$ cat src/rtl/lsu_byte_seq.sv
// ---------------------------------------------------------------------------
// lsu_byte_seq
//
// Purpose:
//   CPU-side load/store initiator for a byte-organised data memory. A single
//   load or store from the MEM stage is broken into 1, 2 or 4 single-byte
//   accesses on a byte-wide memory port, little-endian (byte k of the word
//   lives at addr+k). Loads return a sign- or zero-extended result together
//   with a one-cycle done pulse.
//
// Ports:
//   clk        - single clock, all state updates on the rising edge
//   rst        - synchronous active-high reset
//   req        - request valid, accepted on an edge where req && ready
//   op         - MIPS opcode (lb/lh/lw/lbu/lhu/sb/sh/sw)
//   addr       - byte address, low ADDR_W bits used
//   wdata      - store data, low bytes used for sb/sh
//   ready      - high only while idle
//   done       - one-cycle completion pulse
//   err        - qualified by done: unsupported op or misaligned access
//   rdata      - load result, holds until the next completed load
//   mem_addr   - byte address to memory
//   mem_wdata  - byte to write
//   mem_we     - byte write enable, memory writes on the rising edge
//   mem_rdata  - combinational read data for mem_addr
// ---------------------------------------------------------------------------
module lsu_byte_seq #(
  parameter int ADDR_W      = 12,
  parameter bit ALIGN_CHECK = 1'b1
) (
  input  logic              clk,
  input  logic              rst,
  input  logic              req,
  input  logic [5:0]        op,
  input  logic [31:0]       addr,
  input  logic [31:0]       wdata,
  output logic              ready,
  output logic              done,
  output logic              err,
  output logic [31:0]       rdata,
  output logic [ADDR_W-1:0] mem_addr,
  output logic [7:0]        mem_wdata,
  output logic              mem_we,
  input  logic [7:0]        mem_rdata
);

  localparam logic [5:0] OP_LB  = 6'b100000;
  localparam logic [5:0] OP_LH  = 6'b100001;
  localparam logic [5:0] OP_LW  = 6'b100011;
  localparam logic [5:0] OP_LBU = 6'b100100;
  localparam logic [5:0] OP_LHU = 6'b100101;
  localparam logic [5:0] OP_SB  = 6'b101000;
  localparam logic [5:0] OP_SH  = 6'b101001;
  localparam logic [5:0] OP_SW  = 6'b101011;

  typedef enum logic [1:0] {
    S_IDLE,
    S_ACCESS,
    S_DONE
  } state_t;

  // Opcode decode helpers shared by the accept path and the access path.
  function automatic logic op_valid(input logic [5:0] o);
    case (o)
      OP_LB, OP_LH, OP_LW, OP_LBU, OP_LHU, OP_SB, OP_SH, OP_SW: op_valid = 1'b1;
      default:                                                  op_valid = 1'b0;
    endcase
  endfunction

  function automatic logic op_store(input logic [5:0] o);
    case (o)
      OP_SB, OP_SH, OP_SW: op_store = 1'b1;
      default:             op_store = 1'b0;
    endcase
  endfunction

  // Index of the last byte of the access: 0 for byte, 1 for half, 3 for word.
  function automatic logic [1:0] op_last(input logic [5:0] o);
    case (o)
      OP_LH, OP_LHU, OP_SH: op_last = 2'd1;
      OP_LW, OP_SW:         op_last = 2'd3;
      default:              op_last = 2'd0;
    endcase
  endfunction

  function automatic logic [31:0] extend(input logic [5:0] o, input logic [31:0] b);
    case (o)
      OP_LB:   extend = {{24{b[7]}}, b[7:0]};
      OP_LH:   extend = {{16{b[15]}}, b[15:0]};
      OP_LBU:  extend = {24'd0, b[7:0]};
      OP_LHU:  extend = {16'd0, b[15:0]};
      default: extend = b;
    endcase
  endfunction

  state_t              state_q, state_d;
  logic [5:0]          op_q, op_d;
  logic [ADDR_W-1:0]   base_q, base_d;
  logic [31:0]         wdata_q, wdata_d;
  logic [1:0]          cnt_q, cnt_d;
  logic [1:0]          last_q, last_d;
  logic [31:0]         ld_buf_q, ld_buf_d;
  logic                ready_q, ready_d;
  logic                done_q, done_d;
  logic                err_q, err_d;
  logic [31:0]         rdata_q, rdata_d;
  logic [ADDR_W-1:0]   mem_addr_q, mem_addr_d;
  logic [7:0]          mem_wdata_q, mem_wdata_d;
  logic                mem_we_q, mem_we_d;

  logic                in_valid;
  logic                in_store;
  logic [1:0]          in_last;
  logic                misaligned;
  logic [1:0]          cnt_inc;
  logic                unused_addr_hi;

  // Address bits above the memory width have no meaning here.
  assign unused_addr_hi = ^addr[31:ADDR_W];

  assign in_valid   = op_valid(op);
  assign in_store   = op_store(op);
  assign in_last    = op_last(op);
  assign misaligned = ALIGN_CHECK &&
                      (((in_last == 2'd1) && addr[0]) ||
                       ((in_last == 2'd3) && (addr[1:0] != 2'b00)));
  assign cnt_inc    = cnt_q + 2'd1;

  // Next-state logic. Memory-port outputs are registered, so each cycle
  // prepares the address/data/enable for the byte the next cycle will drive;
  // the first byte is therefore set up while accepting the request.
  always_comb begin
    state_d     = state_q;
    op_d        = op_q;
    base_d      = base_q;
    wdata_d     = wdata_q;
    cnt_d       = cnt_q;
    last_d      = last_q;
    ld_buf_d    = ld_buf_q;
    ready_d     = ready_q;
    done_d      = 1'b0;
    err_d       = 1'b0;
    rdata_d     = rdata_q;
    mem_addr_d  = mem_addr_q;
    mem_wdata_d = mem_wdata_q;
    mem_we_d    = 1'b0;

    case (state_q)
      S_IDLE: begin
        if (req && ready_q) begin
          op_d    = op;
          base_d  = addr[ADDR_W-1:0];
          wdata_d = wdata;
          cnt_d   = 2'd0;
          last_d  = in_last;
          ready_d = 1'b0;
          if (!in_valid || misaligned) begin
            // Rejected requests never touch the memory port.
            state_d = S_DONE;
            done_d  = 1'b1;
            err_d   = 1'b1;
          end else begin
            state_d     = S_ACCESS;
            mem_addr_d  = addr[ADDR_W-1:0];
            mem_wdata_d = wdata[7:0];
            mem_we_d    = in_store;
          end
        end
      end

      S_ACCESS: begin
        if (!op_store(op_q)) begin
          ld_buf_d[{cnt_q, 3'b000} +: 8] = mem_rdata;
        end
        if (cnt_q == last_q) begin
          // The final byte is merged from the live read data so the
          // extended result is ready in the done cycle.
          state_d = S_DONE;
          done_d  = 1'b1;
          if (!op_store(op_q)) begin
            rdata_d = extend(op_q, ld_buf_d);
          end
        end else begin
          cnt_d       = cnt_inc;
          mem_addr_d  = base_q + ADDR_W'(cnt_inc);
          mem_wdata_d = wdata_q[{cnt_inc, 3'b000} +: 8];
          mem_we_d    = op_store(op_q);
        end
      end

      S_DONE: begin
        state_d = S_IDLE;
        ready_d = 1'b1;
      end

      default: begin
        state_d = S_IDLE;
        ready_d = 1'b1;
      end
    endcase
  end

  always_ff @(posedge clk) begin
    if (rst) begin
      state_q     <= S_IDLE;
      op_q        <= 6'd0;
      base_q      <= '0;
      wdata_q     <= 32'd0;
      cnt_q       <= 2'd0;
      last_q      <= 2'd0;
      ld_buf_q    <= 32'd0;
      ready_q     <= 1'b1;
      done_q      <= 1'b0;
      err_q       <= 1'b0;
      rdata_q     <= 32'd0;
      mem_addr_q  <= '0;
      mem_wdata_q <= 8'd0;
      mem_we_q    <= 1'b0;
    end else begin
      state_q     <= state_d;
      op_q        <= op_d;
      base_q      <= base_d;
      wdata_q     <= wdata_d;
      cnt_q       <= cnt_d;
      last_q      <= last_d;
      ld_buf_q    <= ld_buf_d;
      ready_q     <= ready_d;
      done_q      <= done_d;
      err_q       <= err_d;
      rdata_q     <= rdata_d;
      mem_addr_q  <= mem_addr_d;
      mem_wdata_q <= mem_wdata_d;
      mem_we_q    <= mem_we_d;
    end
  end

  assign ready     = ready_q;
  assign done      = done_q;
  assign err       = err_q;
  assign rdata     = rdata_q;
  assign mem_addr  = mem_addr_q;
  assign mem_wdata = mem_wdata_q;
  assign mem_we    = mem_we_q;

endmodule

$ cat config.mk
export PLATFORM = sky130hd
export DESIGN_NAME = lsu_byte_seq
export DESIGN_NICKNAME = d
export VERILOG_FILES = /design/src/rtl/lsu_byte_seq.sv
export SDC_FILE = /design/constraint.sdc
export NUM_CORES = 1
export LEC_CHECK = 0
export BUFFER_PORTS_ARGS = -buffer_cell sky130_fd_sc_hd__buf_2
export CORE_ASPECT_RATIO = 0.6
export CORE_UTILIZATION = 55
export CTS_CLUSTER_SIZE = 28
export DETAILED_ROUTE_END_ITERATION = 6
export HOLD_SLACK_MARGIN = 0.05
export PLACE_DENSITY = 0.87
export SLEW_MARGIN = 0
export SYNTH_ARGS = -nofsm -noshare
export SYNTH_HDL_FRONTEND = slang
export SYNTH_SLANG_ARGS = --single-unit
$ cat constraint.sdc
create_clock -name clk -period 4.05 [get_ports clk]
set_input_delay 0.405 -clock clk [delete_from_list [all_inputs] [get_ports clk]]
set_output_delay 0.405 -clock clk [all_outputs]
set_load 0.02 [all_outputs]
==> results_dict.tcl <==
set metrics [dict create \
    hold_path_class "input pin to flop" \
    cts_buffers 17 \
    worst_pin_slew_ps 1092 \
    cp-end-kind "flop" \
    cp.buffers_inverters 2 \
    dp_hpwl_um 10850 \
    cp_top_family "adder cells" \
    syn2layout_area_growth_pct 19.27 \
    cts_htree_levels 4 \
    start_util 0.5780 \
    ys_top_cells_by_area "dfxtp_1, nand2_1, nor2_1, a21oi_1, mux2i_1" \
    dieArea_um2 12610 \
    final_cells 1095 \
    worstReg2RegStart "cnt_q[0]" \
    hold_buffers 0 \
    cp_data_required_time_ps 4390 \
    io_pins 137 \
    clk-insertion-delay-late_ps 420 \
    grt_max_degree 75 \
    grt_pass1_vias 5490 \
    status "complete, no violations" \
    ctsResizeCount 0 \
    grt_antenna_before_repair 1 \
    synth_commonest_cells "nand2_1, dfxtp_1, nor2_1" \
    cp-start-kind "flop" \
    leakage_nw 3.318 \
    clock_skew_ps 10.87 \
    die_x_um 144.3 \
    synth_edf_count 0 \
    fill_cells 972 \
    hold_path.startpoint "wdata[13]" \
    seq_area_um2 2883 \
    gp_congestion 0.8055 \
    yosys_warnings 0 \
    clock-sinks 144 \
    slowest_stage "ha_1" \
    path_clk_slew_ps 60 \
    num_antenna_cells 0 \
    syn_area_um2 6683 \
    grt_pass1_wl_um 27230 \
    synth.most_common_cell "nand2_1" \
    setup_viol 0 \
    finalCriticalPeriod_ps 2809 \
    detail_route.iter0.violations 526 \
    root_buffer "clkbuf_16" \
    synthFlopType "dfxtp_1" \
    ys_ff_latch 144 \
    maxSlewHeadroom 0.2688 \
    grt.overflow.total 0 \
    drc 0 \
    layout.nets 1012 \
    timing.final.crit_share 0.6936 \
    viasPerCell 5.533 \
    synth_nets 917 \
    finalMaxSlewViolations 0 \
    worstPathMaxFanout 16 \
    crit_start "cnt_q[0]" \
    post-place-cells 1064 \
    clock.fmax_mhz 356.0 \
    crit_type "flop to flop" \
    crit_chain "buf_4, inv_1, ha_1, ha_1, a21o_1, nand3_1, or3_1, a311o_1, mux2i_1" \
    rsz0062_at_grt "no" \
    ir_drop_mv 0.3388 \
    yosysSeqAreaShare 0.4314 \
    avgSynthCellArea_um2 8.071 \
    postRouteAntennaNets 0 \
    post-cts-setup-buffer-count 0 \
    cpMostUsedCell "ha_1" \
    maxCapViolCount 0 \
    grt_util_all_layers 0.2794 \
    drt_wl_total_um 16690 \
    syn-instance-count 828 \
    totalNegativeSetupSlack_ps 0 \
    hold_violations 0 \
    cts_tree "yes" \
    cts_buffer_depth 2 \
    multi_input_area_um2 3537 \
    synth.largest_area_cell "dfxtp_1" \
    layout-drive-gt1-share 0.2043 \
    post_drt_wl_per_cell_um 15.25 \
    rows 30 \
    power_mw 3.533 \
    power_density_nw_per_um2 443.3 \
    core_area_um2 11560 \
    port_buffers 116 \
    worstPathArrival_ps 3150 \
    ys_types 49 \
    drtPass1Iterations 5 \
    dr_total_vias 6059 \
    synth_top_area_share 0.4314 \
    ys_async_sr_fraction 0 \
    die_height_um 87.38 \
    critical-path-max-stage-delay_ps 460 \
]
-- metrics by stage --
step	worst slack [ps]	cell area [um2]	hold WS [ps]	util
floorplan	1224	6683	433.1	-
global placement	1346	7365	440.3	0.6370
detailed placement	1270	7365	443.5	0.6370
CTS	1228	7970	218.4	0.6894
global route	1079	7970	237.3	0.6894
finish	1241	7970	222.4	0.6894
-- power by group --
group          total (mW)  switching (mW)  internal [mW]
Sequential           1.54          0.0480           1.49
Clock                1.60           0.590           1.01
Combinational       0.396           0.254          0.142
-- registers in the layout, summed over array words and instances (netlist names) --
name / cells
base_q: 12
cnt_q: 2
done: 1
err: 1
last_q: 2
ld_buf_q: 32
mem_addr: 12
mem_wdata: 8
mem_we: 1
op_q: 6
rdata: 32
ready: 1
state_q: 2
wdata_q: 32
-- layer usage --
layer	up-vias	part of all wire	track usage
met5	-	0	0
met4	0	0.015	0.09569
met3	23	0.073	0.05882
met2	224	0.43	0.4178
met1	2813	0.48	0.3976
li1	2999	-	-
-- path summary, 6_finish.rpt --
kind | cells past startpoint | to | slack [ps]
min reg2reg | 2 | wdata_q[7] | 450
min | 3 | wdata_q[13] | 220
max | 9 | mem_addr[11] | 1240
max reg2reg | 9 | mem_addr[11] | 1240
-- kinds of logic (layout without fill, tap and decap cells) --
family / Yosys count / in the layout / synth area share
buffers and inverters: 68 / 175 / 0.04250
adders and majority gates: 8 / 8 / 0.01610
and+or+nand+nor: 374 / 374 / 0.2443
xor gates and xnor gates: 11 / 11 / 0.01442
DFF: 144 / 144 / 0.4314
AOI/OAI and AO/OA: 184 / 184 / 0.1771
muxes: 39 / 39 / 0.07414
-- worst min-delay path, cell delays in order --
cell and delay (ps):
buf_2 100, nand2_1 40, a21oi_1 50
-- final cells by class --
type / instances / share of cell area
multi-input combinational: 616 / 0.4438
clock buffer: 21 / 0.05903
timing repair buffer: 131 / 0.08728
tap: 160 / 0.02512
sequential: 144 / 0.3617
inverter: 13 / 0.006122
clock inverter: 10 / 0.01695
-- placed cells by master, fill, tap and decap left out, types with 7 or more instances in the layout --
cell,netlist,layout
o21a_1,9,9
inv_1,13,13
and2_1,26,26
buf_4,0,16
a211oi_1,34,34
ha_1,7,7
dfxtp_1,144,144
buf_2,4,115
nand2b_1,13,13
a21oi_1,88,88
mux2i_1,27,27
nor3_1,13,13
o21ai_0,25,25
nand3_1,15,14
mux4_2,8,8
clkbuf_16,0,17
a211oi_2,10,10
nor2_1,118,118
xnor2_1,7,7
nand2_1,169,169
No activity file was read; power rests on OpenSTA's default activity.
